**src/rtl/pc_unit_p.sv**
```systemverilog
// Program-counter unit: next-PC selection (seq/branch/jump/register jump),
// stall hold, misaligned-target exception redirect and a circular return-address stack.
module pc_unit_p #(
  parameter int unsigned WIDTH        = 32,
  parameter logic [31:0] RESET_VECTOR = 32'h0000_0000,
  parameter logic [31:0] EXC_VECTOR   = 32'h8000_0180,
  parameter int unsigned RAS_DEPTH    = 4
) (
  input  logic             clk,
  input  logic             reset,
  input  logic             stall,
  input  logic [31:0]      instruction,
  input  logic             branch,
  input  logic             branch_ne,
  input  logic             zero,
  input  logic             jump,
  input  logic             jump_reg,
  input  logic [WIDTH-1:0] reg_target,
  input  logic             link,
  input  logic             ret,
  output logic [WIDTH-1:0] addr,
  output logic [WIDTH-1:0] pc_plus4,
  output logic             ras_empty,
  output logic             ras_full,
  output logic             ras_miss,
  output logic             addr_err
);

  localparam int unsigned PW = $clog2(RAS_DEPTH);
  localparam int unsigned CW = PW + 1;
  localparam logic [WIDTH-1:0] RST_PC = WIDTH'(RESET_VECTOR);
  localparam logic [WIDTH-1:0] EXC_PC = WIDTH'(EXC_VECTOR);

  logic [WIDTH-1:0] pc_q, pc_d;
  logic [PW-1:0]    top_q, top_d;
  logic [CW-1:0]    cnt_q, cnt_d;
  logic             miss_q, miss_d;
  logic             err_q, err_d;
  logic [WIDTH-1:0] ras_mem [RAS_DEPTH];

  logic [WIDTH-1:0] imm_ext, br_target, j_target, ras_top;
  logic             taken, misaligned, do_push, do_pop, wr_en;
  logic [PW-1:0]    wr_idx;

  assign pc_plus4   = pc_q + WIDTH'(4);
  assign imm_ext    = {{(WIDTH-16){instruction[15]}}, instruction[15:0]};
  assign br_target  = pc_plus4 + {imm_ext[WIDTH-3:0], 2'b00};
  assign j_target   = {pc_plus4[WIDTH-1:28], instruction[25:0], 2'b00};
  assign taken      = branch & (zero ^ branch_ne);
  assign misaligned = reg_target[1:0] != 2'b00;
  assign do_push    = link & ~stall;
  assign do_pop     = ret & jump_reg & ~stall;
  assign ras_empty  = cnt_q == '0;
  assign ras_full   = cnt_q == CW'(RAS_DEPTH);
  assign ras_top    = ras_mem[top_q];

  always_comb begin
    pc_d   = pc_plus4;
    top_d  = top_q;
    cnt_d  = cnt_q;
    wr_en  = 1'b0;
    wr_idx = top_q;
    if (stall)                        pc_d = pc_q;
    else if (jump_reg && misaligned)  pc_d = EXC_PC;
    else if (jump_reg)                pc_d = reg_target;
    else if (jump)                    pc_d = j_target;
    else if (taken)                   pc_d = br_target;

    // jalr-as-return replaces the top in place; on an empty stack it degrades to a push.
    if (do_push && do_pop && !ras_empty) begin
      wr_en = 1'b1;
    end else if (do_push) begin
      wr_en  = 1'b1;
      wr_idx = top_q + PW'(1);
      top_d  = top_q + PW'(1);
      if (!ras_full) cnt_d = cnt_q + CW'(1);
    end else if (do_pop && !ras_empty) begin
      top_d = top_q - PW'(1);
      cnt_d = cnt_q - CW'(1);
    end

    miss_d = do_pop & (ras_empty | (ras_top != reg_target));
    err_d  = jump_reg & misaligned & ~stall;
  end

  always_ff @(posedge clk) begin
    if (reset) begin
      pc_q   <= RST_PC;
      top_q  <= '0;
      cnt_q  <= '0;
      miss_q <= 1'b0;
      err_q  <= 1'b0;
    end else begin
      pc_q   <= pc_d;
      top_q  <= top_d;
      cnt_q  <= cnt_d;
      miss_q <= miss_d;
      err_q  <= err_d;
    end
  end

  always_ff @(posedge clk) begin
    if (!reset && wr_en) ras_mem[wr_idx] <= pc_plus4;
  end

  assign addr     = pc_q;
  assign ras_miss = miss_q;
  assign addr_err = err_q;

endmodule

```
**config.mk**
```make
export PLATFORM = sky130hd
export DESIGN_NAME = pc_unit_p
export DESIGN_NICKNAME = d
export VERILOG_FILES = /design/src/rtl/pc_unit_p.sv
export SDC_FILE = /design/constraint.sdc
export NUM_CORES = 1
export LEC_CHECK = 0
export CORE_UTILIZATION = 55
export DETAILED_ROUTE_END_ITERATION = 6
export GPL_TIMING_DRIVEN = 0
export PLACE_DENSITY = 0.87
export SLEW_MARGIN = 10
export SYNTH_ARGS = -nofsm -noshare
export SYNTH_HDL_FRONTEND = slang
export SYNTH_SLANG_ARGS = --single-unit
```
**constraint.sdc**
```tcl
create_clock -name clk -period 7.35 [get_ports clk]
set_input_delay 1.47 -clock clk [delete_from_list [all_inputs] [get_ports clk]]
set_output_delay 1.47 -clock clk [all_outputs]
set_load 0.05 [all_outputs]
```
-- Word-level counts from Yosys, hierarchy flattened
Memories as Yosys holds them, arrays and structs flattened. A register that Yosys moved wholly into a read port is not among the register bits.
Index checks and enable logic that the tools add are counted.
- register bits after elaboration: 39
- bits in latches: 0
- bits in writable memories: 128
- bits in read-only memories: 0
- input bits: 74
- memories: 1
- memories (name ; words ; bits a word ; rd ports ; clocked after Yosys merged registers in ; wr ports ; RTL line ; RTL):
    ras_mem ; 4 ; 32 ; 1 ; 1 ; 1 ; 39 ; logic [WIDTH-1:0] ras_mem [RAS_DEPTH];
- add/sub/neg operators: 6
- $mul: 0
- div/mod/pow operators: 0
- $lt $le $gt $ge: 0
- equal/unequal tests: 3
- shift operators: 0
- mux-type cells: 17
- bitwise operators: 11
- reductions and logical operators: 12
- operator list (cell ; count):
    $mux W32 ; 4
    $add A32 B3 Y32 const B ; 1
    $add A32 B32 Y32 ; 1
    $ne A32 B32 Y1 ; 1
    $mux W2 ; 6
    $mux W3 ; 3
    $and A1 B1 Y1 ; 7
    $logic_and A1 B1 Y1 ; 5
    $mux W1 ; 4
    $reduce_bool A2 Y1 ; 2
    $add A3 B1 Y3 const B ; 1
    $eq A3 B3 Y1 const B ; 1
    $logic_not A3 Y1 ; 1
    $reduce_and A3 Y1 ; 1
    $sub A3 B1 Y3 const B ; 1
    $add A2 B1 Y2 const B ; 1
    $logic_not A1 Y1 ; 2
    $ne A2 B2 Y1 const B ; 1
    $not A1 Y1 ; 2
    $reduce_and A2 Y1 ; 1
    $sub A2 B1 Y2 const B ; 1
    $or A1 B1 Y1 ; 1
    $xor A1 B1 Y1 ; 1

-- Longest topological paths before layout
- word-level depth: 8
- depth in mapped cells: 15
- depth with buffers taken out: 14

-- Worst setup path after synthesis
OpenSTA, ideal clock, no wires.
- kind: input to register
- start: input stall
- end: memory ras_mem[3][0] (enable)
- setup time: 0.461 ns
- data arrival time: 5.020 ns
- required time: 6.889 ns
- setup slack: 1.869 ns
- stages: 8
- cell sequence: clkbuf_1 nand2b_1 clkbuf_1 ha_1 nand2_1 o21ai_0 a22oi_1 nor3_1
- longest elaborated chain between the ends: 8
- elaborated cells on any way between the ends: 12
- ends and longest elaborated chain (what ; RTL line ; RTL):
    start, declared ; 11 ; input logic stall,
    $not A1 Y1 (*) ; 51, 52 ;
    $and A1 B1 Y1, on equally long branches ; 51, 52 ;
    $logic_and A1 B1 Y1 (2 in a row) ; 70 ; if (do_push && do_pop && !ras_empty) begin
    $mux W1 ; 70 ;
    $logic_and A1 B1 Y1 ; 103 ; if (!reset && wr_en) ras_mem[wr_idx] <= pc_plus4;
    $mux W1 ; 103 ;
    $mux W1 (not written as such) ; 103 ;
    end, declared ; 39 ;
Every way passes the cells marked *; elsewhere a longest branch is shown, timed or not.

-- Final worst setup path
- start: register pc_q[2] (netlist: addr[2])
- end: output pc_plus4[26]
- longest elaborated chain between the ends: 1
- ends and longest elaborated chain (what ; RTL line ; RTL):
    start, declared ; 34 ; logic [WIDTH-1:0] pc_q, pc_d;
    start signal, assigned ; 94 ; pc_q <= pc_d;
    $add A32 B3 Y32 ; 45 ; assign pc_plus4 = pc_q + WIDTH'(4);
    end, declared ; 22 ; output logic [WIDTH-1:0] pc_plus4,
Every way passes these cells.

==> summary.txt <==
STA
  • RSZ-0062 raised after global routing: no
  • Count of pins over their slew limit: 0
  • Pin slew with the least headroom to its limit: 1.01 ns
  • Aggregate negative setup slack: 0 ns
  • Fin. Hold Viols: 0
  • Time the worst path needs with I/O delays and setup: 5.37 ns
  • Max-slew headroom: 32.4%
  • FMAX: 186 MHz
  • Final worst clock skew: 0.00685 ns
  • Final cycle utilization of the critical path: 73.1%
  • Number of failing setup endpoints in the final timing report: 0

Critical path
  • Worst Setup SP: addr[2]
  • Endpoint of the most critical register-to-register path: addr[31]
  • Slack of the worst reg-to-reg path: 2.79 ns
  • CP arrival: 3.90 ns
  • Cell-by-cell trace of the critical path: ha_1 -> and3_1 -> nand3_1 -> nor3_1 -> nand3_1 -> xnor2_1 -> clkdlybuf4s50_1
  • Crit path top cell by count: sky130_fd_sc_hd__nand3_1
  • CP Class: reg -> out
  • Data required time at the worst endpoint: 5.88 ns
  • Biggest cell delay along the critical path: 0.95 ns
  • Cell count of the worst reg-to-reg path: 15
  • Library cell contributing the largest single delay on the critical path: sky130_fd_sc_hd__clkdlybuf4s50_1
  • Startpoint kind of the worst setup timing path: flip-flop
  • Capture point of the critical path: pc_plus4[26]
  • Critical Path Fanout Max: 7
  • Largest delay contributor family on the critical path: simple AND/OR/NAND/NOR gates
  • WP depth: 7
  • Count of buffering cells on the critical path with inverters included: 1
  • Startpoint of the worst-slack reg-to-reg timing path: addr[10]
  • Sort of element at the end of the critical path: primary output

Layout
  • Final std cells w/o fill: 1248
  • ANT cells: 0
  • Proportion of layout cells with a drive suffix above 1: 9.92%
  • Layout net count: 1129
  • Final core utilization: 70.9%
  • Area of all placed cells without fillers: 11900 sq um
  • Area growth from synthesis to layout: 24.2%
  • Filler cells: 1210

Run status
  • Failing checks: design-rule violations
  • Status: finished with violations

Hold path
  • Worst min-delay path category: reg -> reg
  • Hold_sp: cnt_q[2]

Synthesis
  • Share of synthesized registers carrying an async set or reset: 0%
  • Cell taking the most area after synthesis: sky130_fd_sc_hd__edfxtp_1
  • Share of the synthesized netlist area taken by xor and xnor gates: 7.77%
  • Yosys top cell area share: 40.2%
  • Mux contribution to synthesized area: 8.47%
  • Count leader, synth: sky130_fd_sc_hd__edfxtp_1
  • Summed instance area of the synthesized netlist: 9570 sq um
  • Flop and latch count out of synthesis: 169
  • Cell count after synthesis: 849
  • Synthesized-area fraction occupied by adder cells: 5.39%
  • Synth Area in Simple Gates: 13.4%
  • Post-synthesis compound-gate area fraction: 14.0%
  • Top cells by count, synth: sky130_fd_sc_hd__edfxtp_1, sky130_fd_sc_hd__nand2_1, sky130_fd_sc_hd__xnor2_1
  • Number of enable-type register cells in the synthesized netlist: 128
  • Mean post-synth cell area: 11.3 sq um
  • Number of different library cells in the post-synthesis netlist: 71
  • Net Count, Synth: 963
  • Synth top area cells: sky130_fd_sc_hd__edfxtp_1, sky130_fd_sc_hd__dfxtp_1, sky130_fd_sc_hd__mux4_2, sky130_fd_sc_hd__xnor2_1, sky130_fd_sc_hd__ha_1
  • Portion of the post-synthesis area used by sequential elements: 48.7%
  • Dominant combinational cell family by area after synthesis: compound AO/OA/AOI/OAI gates
  • Most instantiated flip-flop cell in the synthesis netlist: sky130_fd_sc_hd__edfxtp_1
  • Number of synthesis warnings: 0

Routing
  • Overall routed net length: 29700 um
  • Wire length the detailed router placed on met1: 11100 um
  • DR DRC count: 3
  • Top Metal Used: met4
  • Length of routed met3 wiring: 3450 um
  • Routed vias: 8267
  • Number of DRC markers after the initial detailed-route iteration: 1096
  • Detail-routed net length per standard cell: 23.8 um
  • Mean number of vias per cell: 6.62
  • ANT nets after route: 0
  • DRT Pass-1 Iters: 7
  • DR WL met2: 13800 um

Clocking
  • Number of clock sinks: 169
  • Post-cts sizing count: 0
  • TritonCTS clock tree: done
  • Maximum clock path buffer count: 2
  • Clock edge transition at the registers on the reported setup and hold paths: 0.07 ns
  • CTS H-tree depth: 4
  • Num CTS Buffers: 17
  • Buffer count from post-CTS setup fixing: 0
  • CTS Hold Buffers Added: 0
  • Clk_lat worst skew: 0.44 ns
  • Clk root buf: sky130_fd_sc_hd__clkbuf_16

GRT
  • Number of global-route vias before repair: 7878
  • Final global-route overflow total: 0
  • First-pass GRT wire length: 45300 um
  • Pin count of the biggest net entering global routing: 24
  • All-Layer GR Usage: 34.3%
  • Number of antenna violations at the first check in global routing: 0

Place
  • DPL Wire Length: 22400 um
  • Number of buffers added on ports: 134
  • Cell area after placement: 11300 sq um
  • Placed cells: 1216
  • Final RePlAce weighted congestion: 0.988

Floorplan
  • Placement Rows: 47
  • Die Width: 134 um
  • Floorplan die height: 134 um
  • Std-Cell Core Area: 16800 sq um
  • Starting utilization of the core area: 57.1%
  • Die area: 17900 sq um
  • IO Count: 142

Power and ir drop
  • Power density normalized to cell area: 211 nW/um^2
  • Static leakage power: 0.00411 uW
  • Worst ir drop on vdd: 0.000227 V

Run
  • Number of max-cap violations: 0
[flip-flops by register name, summed over array words and instances, names as in the netlist, named ones only]
signal / cells
addr_err: 1
top_q: 2
ras_miss: 1
cnt_q: 3
addr: 32
ras_mem: 128
[placed cells by master, fill, tap and decap left out, drive strengths merged, types with 7 or more instances in the layout]
master         netlist  routed
a21o                 7       7
nand4               16      16
or3                  7       7
nand3               31      31
nand2               78      78
and3                 9       9
a21oi               50      50
nor3                21      21
edfxtp             128     128
a22oi                9       9
nor2                49      49
inv                 14      22
nand2b              15      15
a31oi                9       9
clkdlybuf4s50        0     134
clkbuf              31      49
xnor2               62      62
xor2                22      22
mux4                32      32
ha                  38      38
o21ai               45      45
dfxtp               41      41
o211ai              19      19
mux2i                9       9
buf                  7      20
[worst min path at each step]
stage | cells past startpoint | slack (ns) | to
final | 2 | 0.51 | cnt_q[2]
after global placement | 2 | 0.48 | cnt_q[2]
after global routing | 2 | 0.54 | cnt_q[2]
after CTS | 2 | 0.50 | cnt_q[2]
after floorplan | 2 | 0.47 | cnt_q[2]
after detailed placement | 2 | 0.49 | cnt_q[2]
[metrics by stage]
stage                     power, uW  worst slack, ns  hold slack (ns)
after floorplan                1450             1.87            0.466
after global placement         1640           -0.229            0.481
after detailed placement       1650             2.30            0.493
after CTS                      2490             1.96            0.504
after global routing           2570             1.74            0.542
final                          2500             1.98            0.506
[routing by layer]
| metal | global-route usage (%) | vias up |
|---|---|---|
| li1 | - | 3600 |
| met1 | 44.9 | 3928 |
| met2 | 54.4 | 628 |
| met3 | 6.01 | 111 |
| met4 | 18.9 | 0 |
| met5 | 0 | - |
[where the power goes]
group / switching, uW / internal, uW / total [uW] / leakage [uW]
Clock: 411 / 447 / 858 / 0.000271
Combinational: 347 / 214 / 561 / 0.00233
Sequential: 28.4 / 1060 / 1090 / 0.00152
Total: 786 / 1720 / 2500 / 0.00411
[cell type report]
| cell class | instances | area, sq um | area share, % |
|---|---|---|---|
| flip-flops and latches | 169 | 4660 | 39.3 |
| clock buffers | 18 | 429 | 3.61 |
| plain buffers | 38 | 155 | 1.31 |
| clock inverters | 14 | 131 | 1.11 |
| multi-input cells | 626 | 4710 | 39.6 |
| repair buffers | 147 | 1460 | 12.3 |
| inverters | 16 | 61.3 | 0.516 |
| well taps | 220 | 275 | 2.32 |
[worst min-delay path, stage by stage, from the launching register on]
cell                      delay [ns]
sky130_fd_sc_hd__dfxtp_1        0.33
sky130_fd_sc_hd__o21ai_0        0.07
sky130_fd_sc_hd__a21oi_1        0.06
[cell families (layout without fill, tap and decap cells)]
logic type               Yosys count  after routing
AO/OA/AOI/OAI                    204            204
XOR/XNOR                          84             84
adder cells (fa/ha/maj)           40             40
buffers and inverters             54            233
flip-flops                       169            169
multiplexers                      41             41
AND/OR/NAND/NOR                  257            257
Power figures use the tool's default switching activity.
